===== src/rtl/alarm_pkg.sv =====
// Shared alarm definitions: FSM state codes and the 20 ms tick timing constants
// used by both the alarm timer and the arming sequencer.
package alarm_pkg;

    localparam int STATE_W = 3;

    typedef enum logic [STATE_W-1:0] {
        DISARMED = 3'd0,
        EXIT     = 3'd1,
        ARMED    = 3'd2,
        ENTRY    = 3'd3,
        ALARM    = 3'd4
    } state_t;

    // The timer derives its tick period from these, so delays in seconds stay exact.
    localparam int CLK_HZ      = 50_000_000;
    localparam int TICK_MS     = 20;
    localparam int TICK_CLKS   = (CLK_HZ / 1000) * TICK_MS;
    localparam int TICKS_PER_S = 1000 / TICK_MS;

    localparam int DEFAULT_CNT_W         = 14;
    localparam int DEFAULT_EXIT_TICKS    = 30 * TICKS_PER_S;
    localparam int DEFAULT_ENTRY_TICKS   = 15 * TICKS_PER_S;
    localparam int DEFAULT_ALARM_TICKS   = 180 * TICKS_PER_S;

    function automatic logic is_armed_state(input state_t s);
        return (s == EXIT) || (s == ARMED) || (s == ENTRY);
    endfunction

endpackage


===== src/rtl/tick_consumer.sv =====
// Consumer side of the latched tick handshake: acknowledges each tick once and
// strobes tick_seen in the cycle the tick is taken.
module tick_consumer (
    input  logic clk,
    input  logic rst,
    input  logic tick,
    output logic tick_ack,
    output logic tick_seen
);

    // Handshake: a tick is taken in any cycle with tick=1 and tick_ack=0; tick_ack
    // is then high for exactly the next cycle, during which tick is not taken again.
    // A producer still holding tick in the cycle after tick_ack delivers a new tick.
    assign tick_seen = tick & ~tick_ack;

    always_ff @(posedge clk or posedge rst) begin
        if (rst) begin
            tick_ack <= 1'b0;
        end else begin
            tick_ack <= tick_seen;
        end
    end

endmodule


===== src/rtl/alarm_arm_sequencer.sv =====
// Alarm arming sequencer: consumes 20 ms ticks and runs the exit-delay / armed /
// entry-delay / siren state machine with a shared countdown register.
module alarm_arm_sequencer
    import alarm_pkg::*;
#(
    parameter int CNT_W       = DEFAULT_CNT_W,
    parameter int EXIT_TICKS  = DEFAULT_EXIT_TICKS,
    parameter int ENTRY_TICKS = DEFAULT_ENTRY_TICKS,
    parameter int ALARM_TICKS = DEFAULT_ALARM_TICKS
) (
    input  logic               clock50,
    input  logic               Mr,
    input  logic               tick,
    output logic               tick_ack,
    input  logic               arm_req,
    input  logic               disarm_req,
    input  logic               sensor,
    output logic [STATE_W-1:0] state,
    output logic               armed_led,
    output logic               siren,
    output logic [CNT_W-1:0]   countdown
);

    localparam logic [CNT_W-1:0] EXIT_LOAD  = CNT_W'(EXIT_TICKS);
    localparam logic [CNT_W-1:0] ENTRY_LOAD = CNT_W'(ENTRY_TICKS);
    localparam logic [CNT_W-1:0] ALARM_LOAD = CNT_W'(ALARM_TICKS);
    localparam logic [CNT_W-1:0] CNT_ONE    = CNT_W'(1);

    logic             tick_seen;
    state_t           state_r;
    state_t           state_nxt;
    logic [CNT_W-1:0] cnt_r;
    logic [CNT_W-1:0] cnt_nxt;
    logic             tick_dec;
    logic             cnt_last;

    tick_consumer u_tick_consumer (
        .clk       (clock50),
        .rst       (Mr),
        .tick      (tick),
        .tick_ack  (tick_ack),
        .tick_seen (tick_seen)
    );

    // A counter already at zero ignores ticks rather than wrapping.
    assign tick_dec = tick_seen && (cnt_r != '0);
    assign cnt_last = (cnt_r == CNT_ONE);

    always_comb begin
        state_nxt = state_r;
        cnt_nxt   = cnt_r;
        if (disarm_req) begin
            state_nxt = DISARMED;
            cnt_nxt   = '0;
        end else begin
            case (state_r)
                DISARMED: begin
                    if (arm_req) begin
                        state_nxt = EXIT;
                        cnt_nxt   = EXIT_LOAD;
                    end
                end
                EXIT: begin
                    if (tick_dec) begin
                        if (cnt_last) begin
                            state_nxt = ARMED;
                            cnt_nxt   = '0;
                        end else begin
                            cnt_nxt = cnt_r - CNT_ONE;
                        end
                    end
                end
                ARMED: begin
                    if (sensor) begin
                        state_nxt = ENTRY;
                        cnt_nxt   = ENTRY_LOAD;
                    end
                end
                ENTRY: begin
                    if (tick_dec) begin
                        if (cnt_last) begin
                            state_nxt = ALARM;
                            cnt_nxt   = ALARM_LOAD;
                        end else begin
                            cnt_nxt = cnt_r - CNT_ONE;
                        end
                    end
                end
                ALARM: begin
                    // Siren timeout re-arms; a sensor still active re-enters ENTRY from ARMED.
                    if (tick_dec) begin
                        if (cnt_last) begin
                            state_nxt = ARMED;
                            cnt_nxt   = '0;
                        end else begin
                            cnt_nxt = cnt_r - CNT_ONE;
                        end
                    end
                end
                default: begin
                    state_nxt = DISARMED;
                    cnt_nxt   = '0;
                end
            endcase
        end
    end

    always_ff @(posedge clock50 or posedge Mr) begin
        if (Mr) begin
            state_r   <= DISARMED;
            cnt_r     <= '0;
            armed_led <= 1'b0;
            siren     <= 1'b0;
        end else begin
            state_r   <= state_nxt;
            cnt_r     <= cnt_nxt;
            armed_led <= is_armed_state(state_nxt);
            siren     <= (state_nxt == ALARM);
        end
    end

    assign state     = state_r;
    assign countdown = cnt_r;

endmodule

===== config.mk =====
export PLATFORM = sky130hd
export DESIGN_NAME = alarm_arm_sequencer
export DESIGN_NICKNAME = d
export VERILOG_FILES = /design/src/rtl/alarm_pkg.sv /design/src/rtl/tick_consumer.sv /design/src/rtl/alarm_arm_sequencer.sv
export SDC_FILE = /design/constraint.sdc
export NUM_CORES = 1
export LEC_CHECK = 0
export ABC_AREA = 0
export BUFFER_PORTS_ARGS = -buffer_cell sky130_fd_sc_hd__buf_2
export CAP_MARGIN = 25
export CORE_MARGIN = 5
export CORE_UTILIZATION = 30
export CTS_CLUSTER_DIAMETER = 30
export DETAILED_ROUTE_END_ITERATION = 10
export PLACE_DENSITY = 0.45
export SYNTH_ARGS = -nofsm -noshare
export SYNTH_HDL_FRONTEND = slang
export SYNTH_SLANG_ARGS = --single-unit

===== constraint.sdc =====
create_clock -name clock50 -period 3.3 [get_ports clock50]
set_input_delay 0.165 -clock clock50 [delete_from_list [all_inputs] [get_ports clock50]]
set_output_delay 0.165 -clock clock50 [all_outputs]
set_load 0.02 [all_outputs]

[Word-level counts from Yosys, hierarchy flattened]
Index checks and enable logic that the tools add are counted.
Word-level totals
  flip-flop bits (word level): 20
  logic and storage cells: 44
Operators by class
  reductions and logical operators: 7
  eq/ne operators: 13
  multiplexer cells: 16
  bitwise logic cells: 2
  $add $sub $neg: 1
Operators with widths (number)
  2-to-1 mux 14 bit: 7
  case mux 14 bit (4 select lines): 1
  2-to-1 mux 3 bit: 7
  == test 14 x 1 -> 1 bit, second input constant: 1
  nonzero test 14 bit: 1
  subtractor 14 x 1 -> 14 bit, second input constant: 1
  == test 3 x 2 -> 1 bit, second input constant: 4
  case mux 3 bit (4 select lines): 1
  inequality test 3 bit, second input constant: 3
  == test 3 x 1 -> 1 bit, second input constant: 2
  == test 3 bit, second input constant: 2
  AND reduction 4 bit: 1
  logical NOT 3 bit: 1
  inequality test 3 x 1 -> 1 bit, second input constant: 1
  logical OR 1 bit: 2
  OR reduction 2 bit: 1
  AND 1 bit: 1
  logical AND 1 bit: 1
  inverter 1 bit: 1

[Logic depth before layout (Yosys ltp)]
Gate-level depths: netlist (run 1).
  word-level depth: 9
  mapped depth: 8

[Modules after synthesis]
A second synthesis (run 1) with hierarchy kept.
Second synthesis, totals
  cells, all modules: 165
  area, all modules: 1420.1 µm²
By module, submodules not included
  alarm_arm_sequencer: cells each 162, times used 1, seq. area each 475.5 µm², area an instance 1377.6 µm²
  tick_consumer: cells each 3, times used 1, seq. area each 25.0 µm², area an instance 42.5 µm²

[Least setup slack after synthesis (run 1)]
Ideal clock, no wire load.
  path kind: register to register
  start point: register cnt_r[5], in the netlist countdown[5]
  end point: register cnt_r[12], in the netlist countdown[12]
  data required time: 3.168 ns
  stages on the path, launching flop included: 7
  arrival time: 2.166 ns
  path slack: 1.002 ns
  cell sequence: dfrtp_1 buf_6 or4_4 or3_4 or3_1 a211oi_1 o32ai_1
Between the ends
  longest elaborated chain between the ends: 5
  elaborated cells between the ends (all ways): 13
RTL lines
  start: declaration: line alarm_arm_sequencer.sv:32  | logic [CNT_W-1:0] cnt_r;
  start signal: assignment: line alarm_arm_sequencer.sv:116  | cnt_r <= cnt_nxt;
  subtractor 14 x 1 -> 14 bit or == test 14 x 1 -> 1 bit (tied branches)
  2-to-1 mux 14 bit (on tied branches): line alarm_arm_sequencer.sv:65, alarm_arm_sequencer.sv:92, alarm_arm_sequencer.sv:81
  2-to-1 mux 14 bit (on tied branches): line alarm_arm_sequencer.sv:64, alarm_arm_sequencer.sv:80
  case mux 14 bit (4 select lines): line alarm_arm_sequencer.sv:56  | case (state_r)
  2-to-1 mux 14 bit: line alarm_arm_sequencer.sv:52  | if (disarm_req) begin
Several ways; a longest one is shown, not always the timed one. The select of a mux whose other input is x is not followed.
A chain may end at the register's enable or synchronous reset.

[Worst setup path after layout (run 1)]
  start point: register cnt_r[0], in the netlist countdown[0]
  end point: register cnt_r[8], in the netlist countdown[8]
The elaborated chain is that of the path after synthesis.

==> results of run 1 <==
-- area by class of cell --
class / instances / area, sq um
clock buffer: 3 / 41.3
fill: 461 / 2830
inverter: 7 / 26.3
multi-input combinational: 125 / 815
sequential: 20 / 500
tap: 52 / 65.1
timing repair buffer: 26 / 133
-- cell usage after synthesis, types with 2 or more instances --
cell and instances:
dfrtp_1 20, nor2_1 16, nand2_1 9, a21oi_1 8
clkbuf_1 8, nor3_1 8, o21ai_0 8, a22o_1 6
inv_1 6, o31ai_1 6, a211oi_1 5, nand3_1 4
o32ai_1 4, or2_2 4, a31oi_1 3, ha_1 3
nand2b_1 3, nand4_1 3, nor4_1 3, o211ai_1 3
xnor2_1 3, a21o_1 2, mux2i_1 2, o311ai_0 2
-- per-stage QoR --
stage	setup slack (ps)	total power, W
2_1_floorplan	1000	0.000464
3_3_place_gp	887	0.000532
3_5_place_dp	881	0.000529
4_1_cts	846	0.000698
5_1_grt	759	0.000734
6_report	828	0.000694
-- state kept, by name, indices dropped and copies added, names as in the netlist --
name	count
siren	1
armed_led	1
u_tick_consumer.tick_ack	1
countdown	14
state	3
-- per-layer routing --
layer,vias to the layer above,global-route usage,wire (microns)
li1,661,-,-
met1,639,0.199,1930
met2,53,0.213,2020
met3,2,0.0231,236
met4,0,0.0309,24
met5,-,0,0
-- worst max-delay path: stages, from the launching register on --
cell	delay [ps]
dfrtp_1	460
inv_1	140
ha_1	220
or4b_1	610
o41a_1	400
o211ai_1	190
nand3_1	130
a22o_1	210
-- layout by cell type, fill, tap and decap left out, types with 2 or more instances in the layout --
| master | n |
|---|---|
| a211oi_1 | 5 |
| a21o_1 | 2 |
| a21oi_1 | 8 |
| a22o_1 | 6 |
| a31oi_1 | 3 |
| buf_2 | 25 |
| clkbuf_8 | 3 |
| dfrtp_1 | 20 |
| ha_1 | 3 |
| inv_1 | 6 |
| mux2i_1 | 2 |
| nand2_1 | 9 |
| nand2b_1 | 3 |
| nand3_1 | 4 |
| nand4_1 | 3 |
| nor2_1 | 16 |
| nor3_1 | 8 |
| nor4_1 | 3 |
| o211ai_1 | 3 |
| o21ai_0 | 8 |
| o311ai_0 | 2 |
| o31ai_1 | 6 |
| o32ai_1 | 4 |
| or2_2 | 4 |
| xnor2_1 | 3 |
-- how the worst max path moves through the flow --
stage	end	slack, ps	depth (start not counted)
3_3_place_gp	countdown[8]$_DFFE_PP0P_	890	7
4_1_cts	countdown[8]$_DFFE_PP0P_	850	7
3_5_place_dp	countdown[8]$_DFFE_PP0P_	880	7
6_report	countdown[8]$_DFFE_PP0P_	830	7
5_1_grt	countdown[12]$_DFFE_PP0P_	760	5
2_1_floorplan	countdown[12]$_DFFE_PP0P_	1000	6
-- power by group through the flow --
stage | sequential [W] | clock [W] | combinational [W]
2_1_floorplan | 0.000311 | 0 | 0.000152
3_3_place_gp | 0.000297 | 0 | 0.000235
3_5_place_dp | 0.000297 | 0 | 0.000231
4_1_cts | 0.000293 | 0.000173 | 0.000233
5_1_grt | 0.000298 | 0.000183 | 0.000253
6_report | 0.000294 | 0.000167 | 0.000233
-- kinds of logic (layout without fill, tap and decap cells) --
family                   Yosys count  in the layout
adder cells (fa/ha/maj)            3              3
multiplexers                       3              3
buffers and inverters             16             36
flip-flops                        20             20
AND/OR/NAND/NOR                   61             61
AO/OA/AOI/OAI                     55             55
XOR/XNOR                           3              3
==> flow_metrics.tcl, run 1 <==
set metrics [dict create \
    p_leak_nw 0.714 \
    antenna_left 0 \
    overflow 0 \
    synth_xor_area_frac 0.0190 \
    swShare 0.378 \
    yosysTopAreaCellShare 0.362 \
    io_pins 26 \
    place_hpwl_microns 3080 \
    antenna_found_initial 0 \
    tns_ps 0 \
    syn_area_per_cell_sq_um 8.59 \
    grt_max_degree 21 \
    ys_ff_latch 20 \
    post_dp_cell_area_sq_um 1540 \
    synthSimpleGateAreaFrac 0.235 \
    syn-num-nets 170 \
    tritoncts "built" \
    htree_num_levels 1 \
    synth_edf_count 0 \
    clkSinkCount 20 \
    die_y_microns 77.9 \
    via_per_inst 5.82 \
    row_count 24 \
    finClkSkew_ps 3.10 \
    slew_headroom 0.461 \
    antenna_cells 0 \
    post-route-util 0.358 \
    max_freq_ghz 0.405 \
    nNetsFinal 192 \
    critical_path_class "flop to flop" \
    drcViolationCount 0 \
    slew_viol_final 0 \
    synthMuxAreaShare 0.0226 \
    root_buffer "clkbuf_8" \
    cts_buffer_depth 2 \
    timing.rr.end "countdown[8]$_DFFE_PP0P_" \
    final_cells 233 \
    reg2regPathDepth 7 \
    clkPwrFrac 0.241 \
    die_area_sq_um 6070 \
    p_int_w 0.000432 \
    clk_latency_ps 260 \
    period_needed_ps 2470 \
    drt-initial-drc-count 181 \
    fin_area_sq_um 1580 \
    hold_buffers 0 \
    grt_util_all_layers 0.137 \
    required_ps 3450 \
    dr.pass1.iters 4 \
    synth_fa_ha_area_frac 0.0271 \
    critPathArrivalTime_ps 2620 \
    power_density_nw_per_um2 439 \
    r2r_slack_ps 830 \
    rsz0062_at_grt "false" \
    drive_gt1_frac 0.199 \
    wirelength_microns 4200 \
    grt_pass1_vias 1227 \
    postCtsResizedCells 0 \
    synth_area_leaders "dfrtp_1, nor2_1, a22o_1" \
    vias 1355 \
    hold_slack_ps 49.3 \
    seq_area_frac_synth 0.362 \
    clkSlewWorstSetupHoldPaths_ps 80 \
    startpoint "countdown[0]$_DFFE_PP0P_" \
    setup_viol 0 \
    yosys_most_used_dff "dfrtp_1" \
    synth_cell_types 46 \
    grt_pass1_wl_microns 6670 \
    worstHoldPathType "input pin to asynchronous set/reset pin" \
    core-area_sq_um 4410 \
    irDropWorstVdd_v 0.000168 \
    tightest_slew_ps 808 \
    maxCapViolations 0 \
    area_growth_pct 14.3 \
    gp_congestion 0.853 \
    wl_per_cell_microns 18.0 \
    cp_max_fo 8 \
    hold_violations 0 \
    ys_async_sr_fraction 1.00 \
    synth_top_family_by_area "compound AO/OA/AOI/OAI gates" \
    worstSetupEndpointType "flop" \
    synth_compound_area_frac 0.285 \
    die_x_microns 77.9 \
    r2r_start "countdown[0]$_DFFE_PP0P_" \
    post_cts_buffers 0 \
    status "finished, final reports clean" \
    dp.cells 230 \
    start_kind "flop" \
    cts_made_buffers 3 \
    netlist_area_sq_um 1380 \
    pwr-share-comb 0.336 \
    fin_crit_sh 0.749 \
    start_util 0.313 \
    switchingPower_w 0.000262 \
    synth_top_area_cell "dfrtp_1" \
    seqPwrFrac 0.423 \
    port_buffers 25 \
    yosys_warnings 0 \
    netlist_instances 161 \
]
No activity file was read; power rests on OpenSTA's default activity.
==> run 2: changes to the inputs <==
Settings changed: ABC_AREA 0 to 1, PLACE_DENSITY 0.45 to 0.47.
Clock period 3.3 ns to 2.2 ns, I/O delays scaled along.
==> flow_metrics.tcl, run 2 <==
set metrics [dict create \
    start_kind "flop" \
    grt_util_all_layers 0.135 \
    grt_max_degree 21 \
    clk_latency_ps 260 \
    ys_ff_latch 20 \
    period_needed_ps 1780 \
    synth_top_area_cell "dfrtp_1" \
    antenna_left 0 \
    hold_violations 20 \
    yosys_warnings 0 \
    fin_area_sq_um 1620 \
    core-area_sq_um 4440 \
    reg2regPathDepth 13 \
    mostFrequentLayoutCell "nand2_1" \
    multi_input_area_sq_um 795 \
    tritoncts "built" \
    slowest_stage "dfrtp_1" \
    postCtsResizedCells 0 \
    tightest_slew_ps 814 \
    synth_area_leaders "dfrtp_1, nand2_1, nand3_1" \
    cts_buffer_depth 2 \
    fin_ws_ps 421 \
    yosysMostFrequentCell "nand2_1" \
    irDropWorstVdd_v 0.000238 \
    gp_congestion 0.868 \
    synth_cell_types 26 \
    syn-num-nets 212 \
    fin_crit_sh 0.809 \
    synthTopCellsByCount "nand2_1, dfrtp_1, inv_1" \
    setup_viol 0 \
    yosysTopAreaCellShare 0.359 \
    cp_max_fo 6 \
    cts_made_buffers 3 \
    r2r_slack_ps 420 \
    slew_headroom 0.457 \
    grt_pass1_vias 1309 \
    netlist_area_sq_um 1400 \
    tns_ps 0 \
    drive_gt1_frac 0.238 \
    critPathMaxStageDelay_ps 410 \
    synth_edf_count 0 \
    dr.pass1.iters 6 \
    slew_viol_final 0 \
    finClkSkew_ps 5.52 \
    path_cells "inv_1, ha_1, nand2_1, nor2_2, nand2_2, nand2_4, nand2_2, nand2_2, inv_1, nand2_1, inv_1, nand2_1, nand2_1" \
    htree_num_levels 1 \
    io_pins 26 \
    post_cts_buffers 0 \
    critPathArrivalTime_ps 1940 \
    worstSetupEndpointType "flop" \
    rsz0062_at_grt "false" \
    maxCapViolations 0 \
    ys_async_sr_fraction 1.00 \
    netlist_instances 203 \
    critical_path_class "flop to flop" \
    seqCellArea_sq_um 500 \
    required_ps 2360 \
    clkSinkCount 20 \
    p_leak_nw 0.926 \
    start_util 0.314 \
    via_per_inst 4.66 \
    status "finished with violations" \
    power_density_nw_per_um2 683 \
    syn_area_per_cell_sq_um 6.87 \
    drcViolationCount 0 \
    timing.rr.end "countdown[10]$_DFFE_PP0P_" \
    area_growth_pct 16.3 \
    wirelength_microns 3790 \
    hold_slack_ps -12.1 \
    yosys_most_used_dff "dfrtp_1" \
    grt_pass1_wl_microns 6530 \
    antenna_found_initial 0 \
    vias 1318 \
    hold_buffers 0 \
    max_freq_ghz 0.562 \
    wl_per_cell_microns 13.4 \
    die_x_microns 78.2 \
    n_fill_cell 507 \
    antenna_cells 0 \
    nNetsFinal 242 \
    worstHoldPathType "input pin to asynchronous set/reset pin" \
    violations "hold timing" \
    drt-initial-drc-count 99 \
    place_ws_ps 460 \
    root_buffer "clkbuf_8" \
    port_buffers 25 \
    mostFrequentLayoutCells "nand2_1, buf_2, dfrtp_1" \
    die_area_sq_um 6110 \
    die_y_microns 78.2 \
    r2r_start "countdown[0]$_DFFE_PP0P_" \
    clkSlewWorstSetupHoldPaths_ps 80 \
    overflow 0 \
    row_count 24 \
    largest_register_ffs 14 \
    seq_area_frac_synth 0.359 \
    cp_common_cell "nand2_1" \
    place_hpwl_microns 2910 \
    post_dp_cell_area_sq_um 1580 \
]
run 2: worst max-delay path by stage:
stage,startpoint,endpoint,slack (ps),depth (start not counted)
after floorplan,countdown[0]$_DFFE_PP0P_,countdown[2]$_DFFE_PP0P_,600,13
after global placement,countdown[0]$_DFFE_PP0P_,countdown[1]$_DFFE_PP0P_,420,13
after detailed placement,countdown[0]$_DFFE_PP0P_,countdown[7]$_DFFE_PP0P_,460,11
after CTS,countdown[0]$_DFFE_PP0P_,countdown[10]$_DFFE_PP0P_,450,13
after global routing,countdown[0]$_DFFE_PP0P_,countdown[10]$_DFFE_PP0P_,270,13
final,countdown[0]$_DFFE_PP0P_,countdown[10]$_DFFE_PP0P_,420,13
run 2: worst max-delay path, delay by kind of cell, from the launching register on:
kind,cells,cell delay [ps]
and+or+nand+nor,9,750
DFF,1,410
buffers and inverters,3,320
adders and majority gates,1,170
run 2: report_power, final:
group	leakage, nW	switching [W]	internal (W)
clock	0.0216	0.000135	0.000122
sequential	0.266	0.0000447	0.000399
combinational	0.639	0.000275	0.000133
run 2: per-layer routing:
| layer | part of all wire | track usage | vias up |
|---|---|---|---|
| met5 | 0 | 0 | - |
| met2 | 0.42 | 0.204 | 31 |
| met4 | 0.012 | 0.0490 | 0 |
| li1 | - | - | 691 |
| met3 | 0.055 | 0.0217 | 4 |
| met1 | 0.51 | 0.194 | 592 |
run 2: layout make-up:
type | count | share of cell area
repair buffers | 26 | 0.0817
flip-flops and latches | 20 | 0.308
multi-input cells | 159 | 0.490
inverters | 23 | 0.0547
well taps | 52 | 0.0401
clock buffers | 3 | 0.0254
run 2: cell families after synthesis:
group                    share of synthesized area
XOR/XNOR                                    0.0377
adder cells (fa/ha/maj)                     0.0269
flip-flops                                   0.359
AO/OA/AOI/OAI                               0.0753
AND/OR/NAND/NOR                              0.430
buffers and inverters                       0.0718
run 2: through the flow:
stage          total power [W]   util  std cells
2_1_floorplan         0.000747      -        203
3_3_place_gp          0.000871  0.356        280
3_5_place_dp          0.000861  0.356        280
4_1_cts                0.00112  0.365        283
5_1_grt                0.00119  0.365        283
6_report               0.00111  0.365        283
==> run 3: changes to the inputs <==
Settings changed: PLACE_DENSITY 0.47 to 0.45.
Clock period 2.2 ns to 1.64 ns, I/O delays scaled along.
==> flow_metrics.tcl, run 3 (same netlist as run 2, synthesis figures left out) <==
set metrics [dict create \
    status "finished, final reports clean" \
    grt_pass1_vias 1387 \
    clkSinkCount 20 \
    p_leak_nw 1.10 \
    area_growth_pct 41.9 \
    gp_congestion 0.876 \
    r2r_start "countdown[0]$_DFFE_PP0P_" \
    clk_latency_ps 260 \
    dr.pass1.iters 4 \
    worstHoldPathType "input pin to flop" \
    required_ps 1800 \
    tritoncts "built" \
    antenna_left 0 \
    maxCapViolations 0 \
    largest_register_ffs 14 \
    die_x_microns 78.2 \
    tightest_slew_ps 298 \
    start_kind "flop" \
    setup_viol 0 \
    htree_num_levels 1 \
    drcViolationCount 0 \
    fin_crit_sh 0.934 \
    post-route-util 0.445 \
    place_ws_ps -23.8 \
    hold_slack_ps 74.6 \
    critPathArrivalTime_ps 1690 \
    wirelength_microns 3920 \
    critical_path_class "flop to flop" \
    power_density_nw_per_um2 877 \
    core-area_sq_um 4440 \
    cts_made_buffers 3 \
    vias 1442 \
    cp_max_fo 5 \
    nNetsFinal 274 \
    antenna_found_initial 0 \
    place_hpwl_microns 3190 \
    fin_area_sq_um 1980 \
    cts_buffer_depth 2 \
    root_buffer "clkbuf_8" \
    port_buffers 25 \
    overflow 0 \
    finClkSkew_ps 0.831 \
    die_y_microns 78.2 \
    row_count 24 \
    worstSetupEndpointType "flop" \
    max_freq_ghz 0.653 \
    rsz0062_at_grt "true" \
    via_per_inst 4.56 \
    start_util 0.314 \
    dp.cells 307 \
    die_area_sq_um 6110 \
    io_pins 26 \
    grt_util_all_layers 0.134 \
    min_from "tick" \
    slew_viol_final 0 \
    grt_max_degree 21 \
    drt-initial-drc-count 103 \
    mostFrequentLayoutCell "nand2_1" \
    hold_violations 0 \
    clkSlewWorstSetupHoldPaths_ps 80 \
    startpoint "countdown[0]$_DFFE_PP0P_" \
    wl_per_cell_microns 12.4 \
    final_cells 316 \
    slew_headroom 0.801 \
    drive_gt1_frac 0.417 \
    irDropWorstVdd_v 0.000412 \
    mostFrequentLayoutCells "nand2_1, buf_4, buf_2" \
    antenna_cells 0 \
    post_dp_cell_area_sq_um 1780 \
    grt_pass1_wl_microns 6490 \
    fin_ws_ps 109 \
    period_needed_ps 1530 \
]
run 3: metrics by stage:
stage               total power [W]  TNS [ps]
floorplan                   0.00100         0
global placement            0.00126      -175
detailed placement          0.00126     -87.8
CTS                         0.00166         0
global route                0.00187     -63.4
finish                      0.00174         0
run 3: where the power goes:
group          internal, W  switching [W]  total [W]
Sequential        0.000536      0.0000372   0.000573
Clock             0.000214       0.000177   0.000391
Combinational     0.000310       0.000462   0.000772
run 3: worst max-delay path: stages (launching register included):
cell and delay [ps]:
dfrtp_1 400, inv_1 80, ha_1 140, nand2_1 70, nor2_2 100, nand2_2 70
nand2_4 80, nand2_2 50, nand2_2 90, inv_2 50, nand2_2 110, inv_4 60
nand2_1 70, nand2_1 50
run 3: final timing paths:
| check | endpoint | slack, ps | cells after the start |
|---|---|---|---|
| min in group asynchronous | armed_led$_DFF_PP0_ | 380 | 4 |
| max reg2reg | countdown[10]$_DFFE_PP0P_ | 110 | 13 |
| max | countdown[10]$_DFFE_PP0P_ | 110 | 13 |
| max in group asynchronous | state[2]$_DFF_PP0_ | 1030 | 4 |
| min | u_tick_consumer.tick_ack$_DFF_PP0_ | 70 | 3 |
| min reg2reg | u_tick_consumer.tick_ack$_DFF_PP0_ | 490 | 1 |
run 3: timing repair:
item / CTS / global route
hold buffers: 1 / 0
buffers inserted: 0 / 4
endpoints found under the setup margin: 5 / 16
endpoints found under the hold margin: 20 / 0
resized for setup: 2 / 35
pin swaps: 0 / 7
run 3: routing by layer:
layer / up-vias / global-route usage / share of wire
met4: 0 / 0.0472 / 0.0087
li1: 760 / - / -
met5: - / 0 / 0
met3: 2 / 0.0172 / 0.042
met1: 649 / 0.196 / 0.50
met2: 31 / 0.202 / 0.45
run 3: cell type report:
class,instances,area [sq um]
Multi-Input combinational cell,159,885
Sequential cell,20,503
Clock buffer,4,55.1
Timing Repair Buffer,58,375
Inverter,23,96.3
Tap cell,52,65.1
Fill cell,489,2460
